===== config.mk =====
export PLATFORM = sky130hd
export DESIGN_NAME = hazard_stall_ctrl
export DESIGN_NICKNAME = d
export VERILOG_FILES = /design/src/rtl/hazard_stall_ctrl.sv
export SDC_FILE = /design/constraint.sdc
export NUM_CORES = 1
export LEC_CHECK = 0
export BUFFER_PORTS_ARGS = -buffer_cell sky130_fd_sc_hd__buf_4
export CELL_PAD_IN_SITES_DETAIL_PLACEMENT = 0
export CELL_PAD_IN_SITES_GLOBAL_PLACEMENT = 1
export CORE_MARGIN = 10
export CORE_UTILIZATION = 44
export CTS_BUF_LIST = sky130_fd_sc_hd__clkbuf_4
export DETAILED_ROUTE_END_ITERATION = 7
export PLACE_DENSITY_LB_ADDON = 0.2
export SLEW_MARGIN = 20
export SYNTH_ARGS = -nofsm -noshare
export SYNTH_HDL_FRONTEND = slang
export SYNTH_SLANG_ARGS = --single-unit

===== constraint.sdc =====
create_clock -name clk_i -period 3.8 [get_ports clk_i]
set_input_delay 0.76 -clock clk_i [delete_from_list [all_inputs] [get_ports clk_i]]
set_output_delay 0.76 -clock clk_i [all_outputs]
set_load 0.05 [all_outputs]

===== src/rtl/hazard_stall_ctrl.sv =====
// ID-stage hazard/stall controller: load-use bubbles, taken-branch IF/ID flush,
// multi-cycle data-memory freeze, and saturating stall/flush counters.
module hazard_stall_ctrl #(
  parameter int MEM_LAT = 3,
  parameter int CNT_W   = 16
) (
  input  logic             clk_i,
  input  logic             rst_i,
  input  logic [4:0]       IF_ID_RegRs,
  input  logic [4:0]       IF_ID_RegRt,
  input  logic             ID_EX_memRead,
  input  logic [4:0]       ID_EX_RegRt,
  input  logic             EX_MEM_memRead,
  input  logic             EX_MEM_memWrite,
  input  logic             branch_taken_i,
  output logic             PCWrite_o,
  output logic             IF_ID_Write_o,
  output logic             IF_ID_Flush_o,
  output logic             ID_EX_Bubble_o,
  output logic             Pipe_Freeze_o,
  output logic [CNT_W-1:0] stall_cnt_o,
  output logic [CNT_W-1:0] flush_cnt_o
);

  localparam int WCW       = $clog2(MEM_LAT) + 1;
  localparam int WAIT_LOAD = (MEM_LAT > 1) ? MEM_LAT - 2 : 0;

  typedef enum logic {RUN, MEM_WAIT} state_t;

  state_t           r_state;
  state_t           w_next_state;
  logic [WCW-1:0]   r_wait_cnt;
  logic [WCW-1:0]   w_wait_cnt_nxt;
  logic [CNT_W-1:0] r_stall_cnt;
  logic [CNT_W-1:0] r_flush_cnt;

  logic w_memop;
  logic w_loaduse;
  logic w_freeze;

  assign w_memop   = EX_MEM_memRead | EX_MEM_memWrite;
  assign w_loaduse = ID_EX_memRead && (ID_EX_RegRt != 5'd0) &&
                     ((ID_EX_RegRt == IF_ID_RegRs) || (ID_EX_RegRt == IF_ID_RegRt));

  always_comb begin
    w_freeze = 1'b0;
    if (r_state == RUN) w_freeze = w_memop && (MEM_LAT > 1);
    else                w_freeze = (r_wait_cnt != '0);
  end

  always_ff @(posedge clk_i or negedge rst_i) begin
    if (!rst_i) begin
      r_state    <= RUN;
      r_wait_cnt <= '0;
    end else begin
      r_state    <= w_next_state;
      r_wait_cnt <= w_wait_cnt_nxt;
    end
  end

  always_comb begin
    w_next_state   = r_state;
    w_wait_cnt_nxt = r_wait_cnt;
    unique case (r_state)
      RUN: begin
        if (w_freeze) begin
          w_next_state   = MEM_WAIT;
          w_wait_cnt_nxt = WCW'(WAIT_LOAD);
        end
      end
      MEM_WAIT: begin
        // wait_cnt==0 is the completion cycle: no freeze, back to RUN
        if (r_wait_cnt != '0) w_wait_cnt_nxt = r_wait_cnt - 1'b1;
        else                  w_next_state   = RUN;
      end
      default: w_next_state = RUN;
    endcase
  end

  always_comb begin
    PCWrite_o      = 1'b0;
    IF_ID_Write_o  = 1'b0;
    IF_ID_Flush_o  = 1'b0;
    ID_EX_Bubble_o = 1'b0;
    Pipe_Freeze_o  = 1'b0;
    if (!rst_i) begin
      PCWrite_o = 1'b0;
    end else if (w_freeze) begin
      Pipe_Freeze_o = 1'b1;
    end else if (w_loaduse) begin
      ID_EX_Bubble_o = 1'b1;
    end else begin
      PCWrite_o     = 1'b1;
      IF_ID_Write_o = 1'b1;
      IF_ID_Flush_o = branch_taken_i;
    end
  end

  always_ff @(posedge clk_i or negedge rst_i) begin
    if (!rst_i) begin
      r_stall_cnt <= '0;
      r_flush_cnt <= '0;
    end else begin
      if (!PCWrite_o && (r_stall_cnt != '1)) r_stall_cnt <= r_stall_cnt + 1'b1;
      if (IF_ID_Flush_o && (r_flush_cnt != '1)) r_flush_cnt <= r_flush_cnt + 1'b1;
    end
  end

  assign stall_cnt_o = r_stall_cnt;
  assign flush_cnt_o = r_flush_cnt;

endmodule


==> flow_metrics.env, run 1 <==
export IMPL_outcome="finished clean"
export IMPL_numCtsBuffers=5
export IMPL_yosys_warnings=0
export IMPL_antenna_found_initial=0
export IMPL_ys_seq_area_share_pct=45.3
export IMPL_hold_viol=0
export IMPL_relSlewSlack_pct=68.4
export IMPL_grt_max_degree=25
export IMPL_period_share_pct=79.0
export IMPL_synth_top_area_share_pct=45.3
export IMPL_overflow=0
export IMPL_io_buffer_count=57
export IMPL_cts_resized=0
export IMPL_layout_cells_most_common="buf_4"
export IMPL_cts_htree_levels=2
export IMPL_synthArstFlopShare_pct=100
export IMPL_end_kind="output pin"
export IMPL_core_region_area_um2=4350
export IMPL_grt_pass1_vias=1662
export IMPL_r2r_start="stall_cnt_o[0]$_DFFE_PN0P_"
export IMPL_finalSetupViolCount=0
export IMPL_ys_top_cells_by_area="dfrtp_1 45%, xnor2_1 12%, nand4_1 4.1%, nand3_1 3.8%, xor2_1 3.5%"
export IMPL_routed_wl_um=4640
export IMPL_arrival_ns=2.24
export IMPL_area_growth_pct=27.2
export IMPL_critPathRequiredTime_ns=3.04
export IMPL_cts_root_buf="clkbuf_4"
export IMPL_grtUsageTotal_pct=12.6
export IMPL_hold_buffers=0
export IMPL_fin_nets=274
export IMPL_synthFlopType="dfrtp_1"
export IMPL_die_w_um=87.2
export IMPL_dp_hpwl_um=3730
export IMPL_vias=1604
export IMPL_synth_cells=185
export IMPL_postCtsSetupRepairBufs=0
export IMPL_min_path_type="in -> async"
export IMPL_drive_gt1_share_pct=34.0
export IMPL_avgRoutedWirePerCell_um=15.4
export IMPL_power_leakage_nw=1.16
export IMPL_fin_tns_setup_ns=0
export IMPL_dpl_cell_count=294
export IMPL_fp_dieH_um=87.2
export IMPL_seq_area_um2=901
export IMPL_synth_edf_count=0
export IMPL_drc=0
export IMPL_final_cell_mix="60 x buf_4, 36 x dfrtp_1, 27 x xnor2_1, 16 x nand2_1, 15 x nand3_1"
export IMPL_final_cells=302
export IMPL_ys_ff_latch=36
export IMPL_worstSetupPathType="in -> out"
export IMPL_antenna_cells=0
export IMPL_crit_path_start_kind="primary input"
export IMPL_r2r_end="stall_cnt_o[1]$_DFFE_PN0P_"
export IMPL_p_per_area_nw_per_um2=583
export IMPL_cts_clk_slew_worst_paths_ns=0.10
export IMPL_cts_sinks=36
export IMPL_syn_area_um2=1990
export IMPL_tightest_slew_ns=0.474
export IMPL_cts_path_max_buffers=2
export IMPL_yosysTopAreaCell="dfrtp_1"
export IMPL_ir_drop_uv=390
export IMPL_utilization_pct=58.0
export IMPL_maxCapViolCount=0
export IMPL_fmax_mhz=333
export IMPL_drtIter0Drc=34
export IMPL_grt_pass1_wl_um=7820
export IMPL_drv_slew=0
export IMPL_cp_max_fo=9
export IMPL_r2r_setup_slack_ns=1.54
export IMPL_routabilityCongestion=0.805
export IMPL_syn_nets=210
export IMPL_rows=24
export IMPL_initial_core_util_pct=45.6
export IMPL_layout_min_cycle_time_ns=3.00
export IMPL_dieArea_um2=7600
export IMPL_fillers=385
export IMPL_clock_skew_ns=0.0105
export IMPL_reg2reg_depth=6
export IMPL_avgSynthCellArea_um2=10.7
export IMPL_dr_pass1_iters=4
export IMPL_multiInputGateArea_um2=1040
export IMPL_ios=58
export IMPL_insertion_delay_ns=0.33
export IMPL_viasPerCell=5.31
export IMPL_ys_types=39
export IMPL_tritoncts="built"
export IMPL_drtAntennaViolNets=0
export IMPL_rsz0062_at_grt="no"
[how the worst max path moves through the flow]
| stage | from | endpoint | slack, ns | cells after the start |
|---|---|---|---|---|
| after floorplan | ID_EX_RegRt[4] | ID_EX_Bubble_o | 0.67 | 4 |
| after global placement | ID_EX_RegRt[1] | PCWrite_o | 0.79 | 6 |
| after detailed placement | ID_EX_RegRt[1] | PCWrite_o | 0.78 | 6 |
| after CTS | ID_EX_RegRt[1] | PCWrite_o | 0.78 | 6 |
| after global routing | ID_EX_RegRt[1] | PCWrite_o | 0.72 | 6 |
| final | ID_EX_RegRt[1] | PCWrite_o | 0.80 | 6 |
[critical path: stages]
cell and delay (ns):
buf_4 0.13, or4_4 0.54, o21a_1 0.21, a21oi_2 0.20
buf_4 0.20, buf_4 0.21
[power breakdown]
group / internal [W] / total, W / switching (W) / leakage (nW)
clock network: 0.0000679 / 0.000192 / 0.000124 / 0.0324
registers: 0.000466 / 0.000562 / 0.0000952 / 0.459
logic: 0.000253 / 0.000719 / 0.000466 / 0.666
total: 0.000788 / 0.00147 / 0.000685 / 1.16
[synth_stat cells, types with 3 or more instances]
master and n:
and2_1 3, and3_1 9, dfrtp_1 36, ha_1 4, inv_1 5, mux2_4 4, nand2_1 16, nand3_1 15
nand4_1 13, nor2_1 6, nor3_1 3, o22ai_1 3, xnor2_1 27, xor2_1 8
[metal layers]
layer  global-route usage, %  vias to the layer above  wire length (um)
li1                        -                      798                 -
met1                    14.7                      759              1970
met2                    20.3                       40              2250
met3                    6.27                        7               369
met4                    2.90                        0                46
met5                       0                        -                 0
[kinds of logic after synthesis]
kind of cell	after synthesis	share of synthesized area [%]
xor gates and xnor gates	35	15.4
buffers and inverters	8	2.27
and+or+nand+nor	78	22.4
adders and majority gates	4	2.52
muxes	6	4.16
AOI/OAI and AO/OA	18	7.94
DFF	36	45.3
[sequential cells by signal, indices dropped and copies added (netlist names)]
register / flops
flush_cnt_o: 16
stall_cnt_o: 16
r_wait_cnt: 3
r_state: 1
[area by class of cell]
type | instances | share of cell area (%)
multi-input cells | 141 | 41.2
flip-flops and latches | 36 | 35.6
repair buffers | 60 | 17.8
well taps | 52 | 2.57
clock buffers | 5 | 1.49
inverters | 5 | 0.743
clock inverters | 3 | 0.545
[metrics by stage]
| step | total power [W] | setup WS (ns) | instance area [um^2] | hold slack, ns |
|---|---|---|---|---|
| 2_1_floorplan | 0.00108 | 0.673 | 1990 | 0.458 |
| 3_3_place_gp | 0.00129 | 0.789 | 2480 | 0.483 |
| 3_5_place_dp | 0.00130 | 0.780 | 2480 | 0.485 |
| 4_1_cts | 0.00149 | 0.780 | 2530 | 0.264 |
| 5_1_grt | 0.00158 | 0.724 | 2530 | 0.247 |
| 6_report | 0.00147 | 0.797 | 2530 | 0.269 |
No activity file was read; power rests on OpenSTA's default activity.
==> run 2: changes to the inputs <==
- CORE_UTILIZATION: 44 -> 41
- clock period: 3.8 -> 3.1 ns (I/O delays scaled with it)
==> run 2 against run 1 <==
  * Clock-buffer cell count up 1
  * Clock skew down 0.0024 ns
  * Core utilization down 3.5 points
  * Register-to-register slack worse by 0.70 ns
  * Design area up 1.9%
  * Global-route usage about the same
  * First-iteration DRC count up 24%
  * Sequential share of layout area down 0.66 points
  * Critical path type unchanged
  * Critical endpoint unchanged
==> flow_metrics.env, run 2 (same netlist as run 1, synthesis figures left out) <==
export IMPL_cts_path_max_buffers=2
export IMPL_drive_gt1_share_pct=34.4
export IMPL_initial_core_util_pct=42.1
export IMPL_drtIter0Drc=42
export IMPL_layout_min_cycle_time_ns=2.68
export IMPL_end_kind="output pin"
export IMPL_cts_resized=0
export IMPL_cts_clk_slew_worst_paths_ns=0.11
export IMPL_maxCapViolCount=0
export IMPL_dp_hpwl_um=3650
export IMPL_cts_htree_levels=2
export IMPL_rows=25
export IMPL_drv_slew=0
export IMPL_utilization_pct=54.5
export IMPL_outcome="finished clean"
export IMPL_critPathRequiredTime_ns=2.48
export IMPL_tightest_slew_ns=0.469
export IMPL_relSlewSlack_pct=68.7
export IMPL_arrival_ns=2.06
export IMPL_cts_sinks=36
export IMPL_clock_skew_ns=0.00804
export IMPL_fin_nets=274
export IMPL_viasPerCell=4.99
export IMPL_vias=1582
export IMPL_ios=58
export IMPL_dieArea_um2=8030
export IMPL_antenna_cells=0
export IMPL_min_path_type="in -> async"
export IMPL_routabilityCongestion=0.770
export IMPL_fp_dieH_um=89.6
export IMPL_worstSetupPathType="in -> out"
export IMPL_p_per_area_nw_per_um2=741
export IMPL_crit_path_start_kind="primary input"
export IMPL_postCtsSetupRepairBufs=0
export IMPL_die_w_um=89.6
export IMPL_grt_pass1_wl_um=7930
export IMPL_antenna_found_initial=0
export IMPL_grt_pass1_vias=1691
export IMPL_fmax_mhz=374
export IMPL_insertion_delay_ns=0.33
export IMPL_core_region_area_um2=4720
export IMPL_routed_wl_um=4670
export IMPL_io_buffer_count=57
export IMPL_rsz0062_at_grt="no"
export IMPL_drtAntennaViolNets=0
export IMPL_overflow=0
export IMPL_tritoncts="built"
export IMPL_numCtsBuffers=5
export IMPL_grtUsageTotal_pct=12.6
export IMPL_drc=0
export IMPL_cp_max_fo=11
export IMPL_hold_viol=0
export IMPL_r2r_start="stall_cnt_o[0]$_DFFE_PN0P_"
export IMPL_critical_path_startpoint="ID_EX_RegRt[1]"
export IMPL_area_growth_pct=29.6
export IMPL_avgRoutedWirePerCell_um=14.7
export IMPL_power_leakage_nw=1.17
export IMPL_final_cell_mix="60 x buf_4, 36 x dfrtp_1, 27 x xnor2_1, 16 x nand2_1, 15 x nand3_1"
export IMPL_fin_tns_setup_ns=0
export IMPL_period_share_pct=86.3
export IMPL_ir_drop_uv=274
export IMPL_cts_root_buf="clkbuf_4"
export IMPL_dr_pass1_iters=4
export IMPL_finalSetupViolCount=0
export IMPL_grt_max_degree=29
export IMPL_hold_buffers=0
export IMPL_layout_cells_most_common="buf_4"
==> run 2: cell count changes in the layout (fill, tap and decap cells not counted) <==
cell	change
bufinv_16	+1
clkinv_1	-1
clkinv_2	-1
clkbuf_4	+1
==> run 2: power breakdown <==
group | switching, W | internal, W | total [W] | leakage (nW)
Clock | 0.000159 | 0.000178 | 0.000336 | 0.0456
Sequential | 0.000121 | 0.000571 | 0.000693 | 0.459
Combinational | 0.000569 | 0.000311 | 0.000880 | 0.666
==> run 2: final cells by class <==
class / count / area (um^2)
Clock buffer: 6 / 45.0
Clock inverter: 2 / 35.0
Fill cell: 443 / 2150
Inverter: 5 / 18.8
Multi-Input combinational cell: 141 / 1040
Sequential cell: 36 / 901
Tap cell: 67 / 83.8
Timing Repair Buffer: 60 / 450
==> run 2: final timing paths <==
| check | to | slack [ns] | cells after the start |
|---|---|---|---|
| min | r_wait_cnt[2]$_DFFE_PN0P_ | 0.11 | 1 |
| max | PCWrite_o | 0.42 | 6 |
| max reg2reg | stall_cnt_o[1]$_DFFE_PN0P_ | 0.84 | 6 |
| min reg2reg | r_wait_cnt[0]$_DFFE_PN0P_ | 0.50 | 1 |
| max in group asynchronous | flush_cnt_o[7]$_DFFE_PN0P_ | 2.43 | 2 |
| min in group clk_i | r_wait_cnt[0]$_DFFE_PN0P_ | 0.50 | 1 |
==> run 2: metal layers <==
| metal | global-route usage [%] | wire length [um] | vias to the layer above |
|---|---|---|---|
| li1 | - | - | 795 |
| met1 | 15.6 | 2060 | 747 |
| met2 | 20.4 | 2270 | 35 |
| met3 | 3.70 | 285 | 5 |
| met4 | 4.34 | 46 | 0 |
| met5 | 0 | 0 | - |
==> run 2: through the flow <==
step           hold WS (ns)  worst slack, ns  power, W  std cells  instance area, um^2
6_report              0.105            0.424   0.00191        317                 2570
5_1_grt              0.0860            0.282   0.00204        317                 2570
4_1_cts              0.0894            0.417   0.00193        317                 2570
3_5_place_dp          0.465            0.418   0.00159        309                 2490
3_3_place_gp          0.464            0.434   0.00158        309                 2490
2_1_floorplan         0.324            0.253   0.00132        185                 1990
==> run 2: worst max-delay path: stages <==
cell and delay (ns):
buf_4 0.13, or4_4 0.54, o21a_1 0.21, a21oi_2 0.13
buf_4 0.20, buf_4 0.22
==> run 3: changes to the inputs <==
- BUFFER_PORTS_ARGS: -buffer_cell sky130_fd_sc_hd__buf_4 -> default
- CORE_UTILIZATION: 41 -> 50
- DONT_BUFFER_PORTS: default -> 1
==> run 3 against run 2 <==
  * Highest routed layer unchanged
  * Clock power decreased by 29%
  * Combinational power increased by 5.8%
  * Via count decreased by 6.7%
  * Sequential cell count unchanged
  * Largest power group unchanged
  * Total power fell by 6.5%
  * Wire length up 0.88%
  * Critical path depth up 1
==> flow_metrics.env, run 3 (same netlist as run 1, synthesis figures left out) <==
export IMPL_reg2reg_depth=8
export IMPL_routabilityCongestion=0.816
export IMPL_fp_dieH_um=83.0
export IMPL_insertion_delay_ns=0.34
export IMPL_period_share_pct=88.4
export IMPL_grt_pass1_vias=1555
export IMPL_final_cells=261
export IMPL_maxCapViolCount=0
export IMPL_grtUsageTotal_pct=13.8
export IMPL_drtIter0Drc=28
export IMPL_cts_htree_levels=2
export IMPL_tightest_slew_ns=0.880
export IMPL_r2r_setup_slack_ns=0.56
export IMPL_crit_path_start_kind="register"
export IMPL_fin_tns_setup_ns=0
export IMPL_ios=58
export IMPL_cts_path_max_buffers=2
export IMPL_p_per_area_nw_per_um2=786
export IMPL_ir_drop_uv=444
export IMPL_grt_max_degree=37
export IMPL_overflow=0
export IMPL_io_buffer_count=0
export IMPL_hold_viol=0
export IMPL_place_area_um2=2200
export IMPL_fillers=330
export IMPL_numCtsBuffers=5
export IMPL_dr_pass1_iters=2
export IMPL_relSlewSlack_pct=41.3
export IMPL_avgRoutedWirePerCell_um=18.0
export IMPL_clock_skew_ns=0.0107
export IMPL_fmax_mhz=365
export IMPL_cts_root_buf="clkbuf_4"
export IMPL_final_cell_mix="36 x dfrtp_1, 27 x xnor2_1, 22 x buf_4, 16 x nand2_1, 15 x nand3_1"
export IMPL_drv_slew=0
export IMPL_initial_core_util_pct=53.1
export IMPL_dpl_cell_count=252
export IMPL_drtAntennaViolNets=0
export IMPL_power_leakage_nw=0.979
export IMPL_die_w_um=83.0
export IMPL_vias=1476
export IMPL_worstSetupPathType="reg -> out"
export IMPL_drc=0
export IMPL_use_met3_pct=6.35
export IMPL_drive_gt1_share_pct=23.0
export IMPL_tritoncts="built"
export IMPL_fin_area_um2=2270
export IMPL_end_kind="output pin"
export IMPL_fin_nets=237
export IMPL_layout_cells_most_common="dfrtp_1"
export IMPL_rsz0062_at_grt="no"
export IMPL_grt_pass1_wl_um=8000
export IMPL_routed_wl_um=4710
export IMPL_min_path_type="in -> async"
export IMPL_core_region_area_um2=3740
export IMPL_critPathRequiredTime_ns=2.48
export IMPL_finalSetupViolCount=0
export IMPL_cts_sinks=36
export IMPL_cp_max_fo=9
export IMPL_viasPerCell=5.66
export IMPL_outcome="finished clean"
export IMPL_arrival_ns=2.12
export IMPL_dp_hpwl_um=3620
export IMPL_area_growth_pct=14.2
export IMPL_dieArea_um2=6900
export IMPL_rows=22
export IMPL_postCtsSetupRepairBufs=0
export IMPL_busiest_layer="met2"
export IMPL_use_met2_pct=23.3
export IMPL_met1_usage_pct=15.2
export IMPL_cts_clk_slew_worst_paths_ns=0.11
export IMPL_antenna_found_initial=0
export IMPL_antenna_cells=0
export IMPL_layout_min_cycle_time_ns=2.74
-- run 3: path summary, 6_finish.rpt --
path                                      startpoint                     endpoint
min in group clk_i                    branch_taken_i   flush_cnt_o[7]$_DFFE_PN0P_
max in group asynchronous                      rst_i  flush_cnt_o[12]$_DFFE_PN0P_
hold / removal                                 rst_i  stall_cnt_o[12]$_DFFE_PN0P_
hold reg to reg            r_wait_cnt[0]$_DFFE_PN0P_    r_wait_cnt[0]$_DFFE_PN0P_
setup / recovery           r_wait_cnt[0]$_DFFE_PN0P_                    PCWrite_o
setup reg to reg           r_wait_cnt[0]$_DFFE_PN0P_   flush_cnt_o[1]$_DFFE_PN0P_
-- run 3: critical path, cell delays in order, from the launching register on --
cell and delay, ns:
dfrtp_1 0.40, inv_1 0.06, ha_1 0.15, ha_1 0.13, nand2b_1 0.21, nand3_1 0.22
a21oi_4 0.23, buf_4 0.38
-- run 3: final cells by class --
cell class / count / area, um^2 / share of cell area [%]
inverters: 5 / 18.8 / 0.827
repair buffers: 23 / 185 / 8.16
clock buffers: 5 / 37.5 / 1.65
clock inverters: 3 / 13.8 / 0.606
well taps: 48 / 60.1 / 2.65
multi-input cells: 141 / 1050 / 46.4
flip-flops and latches: 36 / 901 / 39.7
-- run 3: timing repair --
item | in CTS | in global routing
hold buffers | 1 | 0
hold endpoints to repair | 36 | 0
gates resized for setup | 0 | 0
-- run 3: layer usage --
metal | part of all wire [%] | vias up
met5 | 0 | -
met4 | 1.1 | 0
met3 | 7.5 | 7
met2 | 51 | 38
met1 | 40 | 707
li1 | - | 724
-- run 3: through the flow --
step,setup WS (ns),total power (W),utilization (%),hold slack [ns]
floorplan,0.253,0.00132,-,0.324
global placement,0.547,0.00152,58.7,0.326
detailed placement,0.510,0.00155,58.7,0.326
CTS,0.333,0.00181,60.6,0.0871
global route,0.210,0.00192,60.6,0.0692
finish,0.361,0.00178,60.6,0.0956
-- run 3: power by group --
| group | switching [W] | internal [W] |
|---|---|---|
| Combinational | 0.000645 | 0.000286 |
| Sequential | 0.0000432 | 0.000571 |
| Clock | 0.000156 | 0.0000832 |
